`config.mk`:
```
export PLATFORM = sky130hd
export DESIGN_NAME = registers_mch
export DESIGN_NICKNAME = d
export VERILOG_FILES = /design/src/rtl/registers_mch.sv
export SDC_FILE = /design/constraint.sdc
export NUM_CORES = 1
export LEC_CHECK = 0
export CORE_ASPECT_RATIO = 0.9
export CORE_MARGIN = 1
export CORE_UTILIZATION = 25
export DETAILED_ROUTE_END_ITERATION = 16
export GPL_TIMING_DRIVEN = 0
export PLACE_DENSITY = 0.46
export REMOVE_ABC_BUFFERS = 1
export SLEW_MARGIN = 20
export SYNTH_ARGS = -nofsm -noshare
export SYNTH_HDL_FRONTEND = slang
export SYNTH_SLANG_ARGS = --single-unit
```
`constraint.sdc`:
```
create_clock -name CLK -period 4.9 [get_ports CLK]
set_input_delay 0.735 -clock CLK [delete_from_list [all_inputs] [get_ports CLK]]
set_output_delay 0.735 -clock CLK [all_outputs]
set_load 0.005 [all_outputs]
```
`src/rtl/registers_mch.sv`:
```
// Multi-channel SDMAC register bank: NCH DMA channels behind one CPU register bus,
// each with control, sticky interrupt status, a word transfer counter and action strobes.
// Bus cycles are terminated through a small wait-state FSM; interrupts merge onto INT_O_.
module registers_mch #(
    parameter int unsigned NCH         = 4,
    parameter int unsigned DW          = 32,
    parameter int unsigned WTC_W       = 24,
    parameter int unsigned WAIT_STATES = 2
) (
    input  logic             CLK,
    input  logic             RST,
    input  logic [7:0]       ADDR,
    input  logic             DMAC_,
    input  logic             AS_,
    input  logic             RW,
    input  logic [DW-1:0]    MID,
    input  logic [NCH-1:0]   XFER,
    input  logic [NCH-1:0]   INTA_I,
    output logic [DW-1:0]    REG_OD,
    output logic             REG_DSK_,
    output logic             INT_O_,
    output logic [NCH-1:0]   DMAENA,
    output logic [NCH-1:0]   DMADIR,
    output logic [NCH-1:0]   FLUSHFIFO
);

    typedef enum logic [1:0] {
        StIdle,
        StWait,
        StAck
    } bus_state_e;

    localparam logic [1:0] IdxCntr   = 2'd0;
    localparam logic [1:0] IdxIstr   = 2'd1;
    localparam logic [1:0] IdxWtc    = 2'd2;
    localparam logic [1:0] IdxStrobe = 2'd3;

    localparam logic [WTC_W-1:0] WtcZero = '0;
    localparam logic [WTC_W-1:0] WtcOne  = WTC_W'(1);

    // Bus FSM state
    bus_state_e state_q, state_d;
    logic [2:0] wait_cnt_q, wait_cnt_d;

    // Address decode
    logic [2:0]     sel_ch;
    logic [1:0]     sel_idx;
    logic [NCH-1:0] ch_hit;
    logic           cycle_start;
    logic           commit_wr;
    logic           commit_rd;

    // Per-channel write enables for the decoded register
    logic [NCH-1:0] wr_cntr;
    logic [NCH-1:0] wr_istr;
    logic [NCH-1:0] wr_wtc;
    logic [NCH-1:0] wr_strobe;

    // Channel state
    logic [NCH-1:0]            intena_q, intena_d;
    logic [NCH-1:0]            dmadir_q, dmadir_d;
    logic [NCH-1:0]            dmaena_q, dmaena_d;
    logic [NCH-1:0]            tc_q, tc_d;
    logic [NCH-1:0]            ext_q, ext_d;
    logic [NCH-1:0]            flush_q, flush_d;
    logic [NCH-1:0][WTC_W-1:0] wtc_q, wtc_d;

    logic [NCH-1:0] xfer_dec;
    logic [NCH-1:0] terminal;
    logic [NCH-1:0] pend;

    logic [DW-1:0] rd_data;
    logic [DW-1:0] reg_od_q;
    logic          int_n_q;

    // Address bits [1:0] are byte lanes and not decoded; high MID bits may be unused.
    logic unused_bits;
    assign unused_bits = ^{ADDR[1:0], MID};

    assign sel_ch      = ADDR[6:4];
    assign sel_idx     = ADDR[3:2];
    assign cycle_start = (state_q == StIdle) && !AS_ && !DMAC_;
    assign commit_wr   = cycle_start && !RW;
    assign commit_rd   = cycle_start && RW;

    // Channel hit and per-register write enables; unmapped accesses hit nothing
    always_comb begin
        ch_hit    = '0;
        wr_cntr   = '0;
        wr_istr   = '0;
        wr_wtc    = '0;
        wr_strobe = '0;
        for (int i = 0; i < NCH; i++) begin
            ch_hit[i]    = !ADDR[7] && (sel_ch == 3'(i));
            wr_cntr[i]   = commit_wr && ch_hit[i] && (sel_idx == IdxCntr);
            wr_istr[i]   = commit_wr && ch_hit[i] && (sel_idx == IdxIstr);
            wr_wtc[i]    = commit_wr && ch_hit[i] && (sel_idx == IdxWtc);
            wr_strobe[i] = commit_wr && ch_hit[i] && (sel_idx == IdxStrobe);
        end
    end

    // Bus FSM next state: decode, count wait states, hold ACK until AS_ rises
    always_comb begin
        state_d    = state_q;
        wait_cnt_d = wait_cnt_q;
        unique case (state_q)
            StIdle: begin
                if (cycle_start) begin
                    state_d    = StWait;
                    wait_cnt_d = 3'(WAIT_STATES);
                end
            end
            StWait: begin
                if (AS_) begin
                    state_d = StIdle;
                end else if (wait_cnt_q == 3'd0) begin
                    state_d = StAck;
                end else begin
                    wait_cnt_d = wait_cnt_q - 3'd1;
                end
            end
            StAck: begin
                if (AS_) begin
                    state_d = StIdle;
                end
            end
            default: state_d = StIdle;
        endcase
    end

    // Bus FSM state register
    always_ff @(posedge CLK) begin
        if (RST) begin
            state_q    <= StIdle;
            wait_cnt_q <= 3'd0;
        end else begin
            state_q    <= state_d;
            wait_cnt_q <= wait_cnt_d;
        end
    end

    // Counter decrement qualifiers; a same-edge CPU write to WTC suppresses the decrement
    always_comb begin
        xfer_dec = '0;
        terminal = '0;
        for (int i = 0; i < NCH; i++) begin
            xfer_dec[i] = XFER[i] && dmaena_q[i] && (wtc_q[i] != WtcZero) && !wr_wtc[i];
            terminal[i] = xfer_dec[i] && (wtc_q[i] == WtcOne);
        end
    end

    // Channel next-state: CPU writes, strobes, counter and sticky status
    always_comb begin
        intena_d = intena_q;
        dmadir_d = dmadir_q;
        dmaena_d = dmaena_q;
        tc_d     = tc_q;
        ext_d    = ext_q;
        wtc_d    = wtc_q;
        flush_d  = '0;
        for (int i = 0; i < NCH; i++) begin
            if (wr_cntr[i]) begin
                intena_d[i] = MID[0];
                dmadir_d[i] = MID[1];
            end

            if (wr_wtc[i]) begin
                wtc_d[i] = MID[WTC_W-1:0];
            end else if (xfer_dec[i]) begin
                wtc_d[i] = wtc_q[i] - WtcOne;
            end

            // Terminal count stops the channel; a same-edge SP still forces it off
            if (terminal[i]) begin
                dmaena_d[i] = 1'b0;
            end
            if (wr_strobe[i] && MID[0]) begin
                dmaena_d[i] = 1'b1;
            end
            if (wr_strobe[i] && MID[1]) begin
                dmaena_d[i] = 1'b0;
            end
            flush_d[i] = wr_strobe[i] && MID[2];

            // Sticky status: a new event beats a simultaneous write-1-to-clear
            if (wr_istr[i] && MID[0]) begin
                tc_d[i] = 1'b0;
            end
            if (terminal[i]) begin
                tc_d[i] = 1'b1;
            end
            if (wr_istr[i] && MID[1]) begin
                ext_d[i] = 1'b0;
            end
            if (INTA_I[i]) begin
                ext_d[i] = 1'b1;
            end
        end
    end

    // Channel state registers
    always_ff @(posedge CLK) begin
        if (RST) begin
            intena_q <= '0;
            dmadir_q <= '0;
            dmaena_q <= '0;
            tc_q     <= '0;
            ext_q    <= '0;
            flush_q  <= '0;
            wtc_q    <= '0;
        end else begin
            intena_q <= intena_d;
            dmadir_q <= dmadir_d;
            dmaena_q <= dmaena_d;
            tc_q     <= tc_d;
            ext_q    <= ext_d;
            flush_q  <= flush_d;
            wtc_q    <= wtc_d;
        end
    end

    assign pend = (tc_q | ext_q) & intena_q;

    // Read mux for the addressed register; unmapped channels and STROBE read 0
    always_comb begin
        rd_data = '0;
        for (int i = 0; i < NCH; i++) begin
            if (ch_hit[i]) begin
                unique case (sel_idx)
                    IdxCntr: rd_data = DW'({dmaena_q[i], 1'b0, dmadir_q[i], intena_q[i]});
                    IdxIstr: rd_data = DW'({pend[i], ext_q[i], tc_q[i]});
                    IdxWtc:  rd_data = DW'(wtc_q[i]);
                    default: rd_data = '0;
                endcase
            end
        end
    end

    // Read data captured at decode, held through ACK, cleared whenever the bus goes idle
    always_ff @(posedge CLK) begin
        if (RST) begin
            reg_od_q <= '0;
        end else if (cycle_start) begin
            reg_od_q <= commit_rd ? rd_data : '0;
        end else if (state_d == StIdle) begin
            reg_od_q <= '0;
        end
    end

    // Merged interrupt, registered one cycle behind the pending bits
    always_ff @(posedge CLK) begin
        if (RST) begin
            int_n_q <= 1'b1;
        end else begin
            int_n_q <= ~(|pend);
        end
    end

    assign REG_OD    = reg_od_q;
    assign REG_DSK_  = (state_q != StAck);
    assign INT_O_    = int_n_q;
    assign DMAENA    = dmaena_q;
    assign DMADIR    = dmadir_q;
    assign FLUSHFIFO = flush_q;

endmodule

```
==> flow_summary_export.csv <==
group,metric,value,unit
placed_design,io_buffer_count,80,
sta,finalWorstSetupSlack,1.09,ns
clock_tree,skew_pair_late_insertion_delay,0.44,ns
critical_path,critical-path-slowest-cell,"sky130_fd_sc_hd__clkdlybuf4s50_1",
placed_design,placed_cell_area,9970,µm²
yosys,synth.mux.area_fraction,2.52,%
final_layout,n_antenna_cell,0,
critical_path,worst-setup-path-type,"in -> reg",
critical_path,crit_path_max_fanout,19,
clock_tree,cts_root_buffer,"sky130_fd_sc_hd__clkbuf_16",
floorplanning,core-area,34000,µm²
global_route,antenna_found_initial,0,
yosys,synthSimpleGateAreaFrac,26.4,%
yosys,synth_async_sr_flop_share,0,%
floorplanning,std_cell_rows,64,
clock_tree,tritoncts_clock_tree,"yes",
floorplanning,die_area,35300,µm²
pwr,cellPowerDensity,260,nW/µm²
clock_tree,cts_buffer_depth,2,
final_layout,seqCellArea,3000,µm²
critical_path,setup.worst_path.end_class,"flip-flop",
worst_hold_path,min_path_type,"reg -> reg",
routing,post_drt_via_cell_ratio,5.32,
critical_path,worstSetupStartpointType,"primary input",
sta,report.final.slew_viol_count,0,
yosys,synth_fa_ha_area_share,2.03,%
critical_path,worstPathCellList,"clkdlybuf4s50_1 -> nor2b_2 -> nand4b_1 -> a21oi_1 -> a21o_1",
critical_path,path_buf_inv,1,
critical_path,max_stage_delay,1.04,ns
run,cap_violations,0,
placed_design,routability_congestion_estimate,0.874,
sta,report.final.setup_viol,0,
final_layout,drive_above_1_share,8.94,%
final_layout,area_of_the_multi_input_gates,5300,µm²
yosys,synth_cell_type_count,63,
worst_hold_path,worst_hold_path.num_cells,1,
yosys,synth_seq_area_share,34.8,%
sta,final-hold-violation-count,0,
worst_hold_path,hold_path_startpoint,"REG_OD[9]$_SDFFE_PP0P_",
global_route,gr-usage-all-layers,17.4,%
final_layout,num-nets-final,1161,
routing,drc,0,
sta,timing.setup.tns,0,ns
floorplanning,io_pins,99,
critical_path,crit_required,5.29,ns
critical_path,timing.reg2reg.worst_path_depth,5,
sta,layout_worst_path_cycle_share,77.7,%
routing,detailed_routing_iteration_count_for_the_pre_antenna_repair_pass,7,
yosys,post_synth_edffs,0,
sta,max-slew-margin-rel,30.3,%
global_route,global_route_wire_length_before_repair,46600,µm
critical_path,regToRegStartpoint,"wtc_q[50]$_SDFFE_PP0P_",
clock_tree,cts.clk_slew.worst_paths,0.07,ns
global_route,grt_pass1_vias,7643,
yosys,yosys_register_bits,150,
critical_path,path_delay_family,"simple AND/OR/NAND/NOR gates",
yosys,syn_inst,1048,
clock_tree,postCtsSetupBuffers,0,
clock_tree,clock_sinks,150,
yosys,parity_gate_share_of_the_synthesized_area_counting_xor_and_xnor_cells,4.47,%
final_layout,final_util,31.1,%
clock_tree,clock_tree.htree_level_count,4,
critical_path,r2r-end,"wtc_q[52]$_SDFFE_PP0P_",
clock_tree,cts_repair_resize_count,0,
final_layout,final.fill_count,3648,
yosys,compound_gate_portion_of_the_synthesized_area,24.9,%
critical_path,arrival,4.19,ns
floorplanning,die_w,198,µm
sta,worstMarginPinSlew,1.04,ns
sta,timing.clock.skew,0.0135,ns
routing,remaining_number_of_nets_flagged_by_the_antenna_check_after_routing,0,
sta,finalCriticalPeriod,3.81,ns
pwr,power.ir.vdd_worst,0.168,mV
routing,drt-wirelength-per-cell,19.5,µm
global_route,grt_max_degree,94,
final_layout,final_cell_area,10600,µm²
placed_design,hpwlAfterDp,23200,µm
final_layout,area_growth_syn_to_layout,22.4,%
routing,wirelength,30600,µm
yosys,main_combinational_cell_family_by_area_after_synthesis,"simple AND/OR/NAND/NOR gates",
floorplanning,die-height,178,µm
pwr,lkg_pwr,3.58,nW
yosys,synthesis.area,8630,µm²
sta,grt_setup_unrepaired,"false",
clock_tree,holdBufCountCts,0,
clock_tree,numCtsBuffers,17,
global_route,globalRoute.totalOverflow,0,
yosys,syn_area_per_cell,8.23,µm²
worst_hold_path,hold_path_end,"REG_OD[9]$_SDFFE_PP0P_",
routing,via_count,8349,
floorplanning,floorplan.initialDensity,25.4,%
placed_design,worst_setup_slack_before_clock_tree_synthesis,0.251,ns
sta,max_freq,263,MHz
yosys,synth_ff_type,"sky130_fd_sc_hd__dfxtp_1",
critical_path,reg2reg_setup_slack,1.82,ns
yosys,synth-warning-count,0,
routing,detailedRoute.firstIterationViolations,765,
run_status,outcome,"completed",
==> area by class of cell <==
| type | instances | area share [%] |
|---|---|---|
| multi-input combinational | 805 | 50.2 |
| inverter | 18 | 0.640 |
| clock buffer | 19 | 4.29 |
| tap | 462 | 5.47 |
| clock inverter | 13 | 1.28 |
| timing repair buffer | 102 | 9.67 |
| sequential | 150 | 28.4 |
==> worst max path at each step <==
stage,start,cells past startpoint,end,slack [ns]
global route,ADDR[3],5,REG_OD[4]$_SDFFE_PP0P_,0.86
global placement,RST,4,REG_OD[2]$_SDFFE_PP0P_,-3.34
floorplan,ADDR[4],4,wtc_q[50]$_SDFFE_PP0P_,0.03
finish,ADDR[3],5,REG_OD[4]$_SDFFE_PP0P_,1.09
detailed placement,ADDR[3],5,REG_OD[4]$_SDFFE_PP0P_,0.25
CTS,ADDR[3],5,REG_OD[4]$_SDFFE_PP0P_,0.72
==> registers in the layout, summed over array words and instances, names as in the netlist <==
signal	flops
ext_q	4
intena_q	4
tc_q	4
REG_OD	24
FLUSHFIFO	4
INT_O_	1
DMADIR	4
wtc_q	96
wait_cnt_q	3
DMAENA	4
state_q	2
==> cells in the mapped netlist (20+ instances only) <==
master / instances / area (µm²)
sky130_fd_sc_hd__xnor2_1: 32 / 280
sky130_fd_sc_hd__o21ai_0: 39 / 195
sky130_fd_sc_hd__a222oi_1: 20 / 200
sky130_fd_sc_hd__nand2_1: 58 / 218
sky130_fd_sc_hd__o31ai_1: 25 / 188
sky130_fd_sc_hd__or4_1: 41 / 308
sky130_fd_sc_hd__nor3_1: 24 / 120
sky130_fd_sc_hd__or3_1: 37 / 231
sky130_fd_sc_hd__clkbuf_1: 69 / 259
sky130_fd_sc_hd__a211oi_1: 52 / 390
sky130_fd_sc_hd__a21oi_1: 44 / 220
sky130_fd_sc_hd__nor2_1: 125 / 469
sky130_fd_sc_hd__a311oi_1: 40 / 350
sky130_fd_sc_hd__dfxtp_1: 150 / 3000
sky130_fd_sc_hd__nor4_1: 26 / 163
==> cells by family after synthesis <==
family / after synthesis
simple gates: 421
compound gates: 297
flops: 150
buf+inv: 100
xor+xnor: 44
mux: 21
fa+ha+maj: 14
other cells: 1
==> through the flow <==
stage	total power, W	cells	hold WS (ns)
after global routing	0.00283	1569	0.477
after CTS	0.00277	1569	0.458
after global placement	0.00142	1515	0.436
after floorplan	0.00131	973	0.447
after detailed placement	0.00143	1537	0.442
final	0.00274	1569	0.453
==> per-layer routing <==
| layer | GRT usage, % | wire length (µm) |
|---|---|---|
| met1 | 26.1 | 15600 |
| met2 | 26.3 | 13400 |
| met3 | 2.16 | 1340 |
| met4 | 3.94 | 272 |
| met5 | 0 | 0 |
==> power by group <==
part | switching, W | internal (W)
Clock | 0.000595 | 0.000743
Sequential | 0.00000564 | 0.00122
Combinational | 0.000113 | 0.0000615
==> layout by cell type, fill, tap and decap left out, types with 25 or more instances in the layout <==
master / synthesis / routed
sky130_fd_sc_hd__dfxtp_1: 150 / 150
sky130_fd_sc_hd__nor2_1: 125 / 125
sky130_fd_sc_hd__clkdlybuf4s50_1: 0 / 79
sky130_fd_sc_hd__nand2_1: 58 / 58
sky130_fd_sc_hd__a211oi_1: 52 / 52
sky130_fd_sc_hd__a21oi_1: 44 / 44
sky130_fd_sc_hd__or4_1: 41 / 41
sky130_fd_sc_hd__a311oi_1: 40 / 40
sky130_fd_sc_hd__o21ai_0: 39 / 39
sky130_fd_sc_hd__or3_1: 37 / 37
sky130_fd_sc_hd__xnor2_1: 32 / 32
sky130_fd_sc_hd__o31ai_1: 25 / 25
Power figures use the tool's default switching activity.
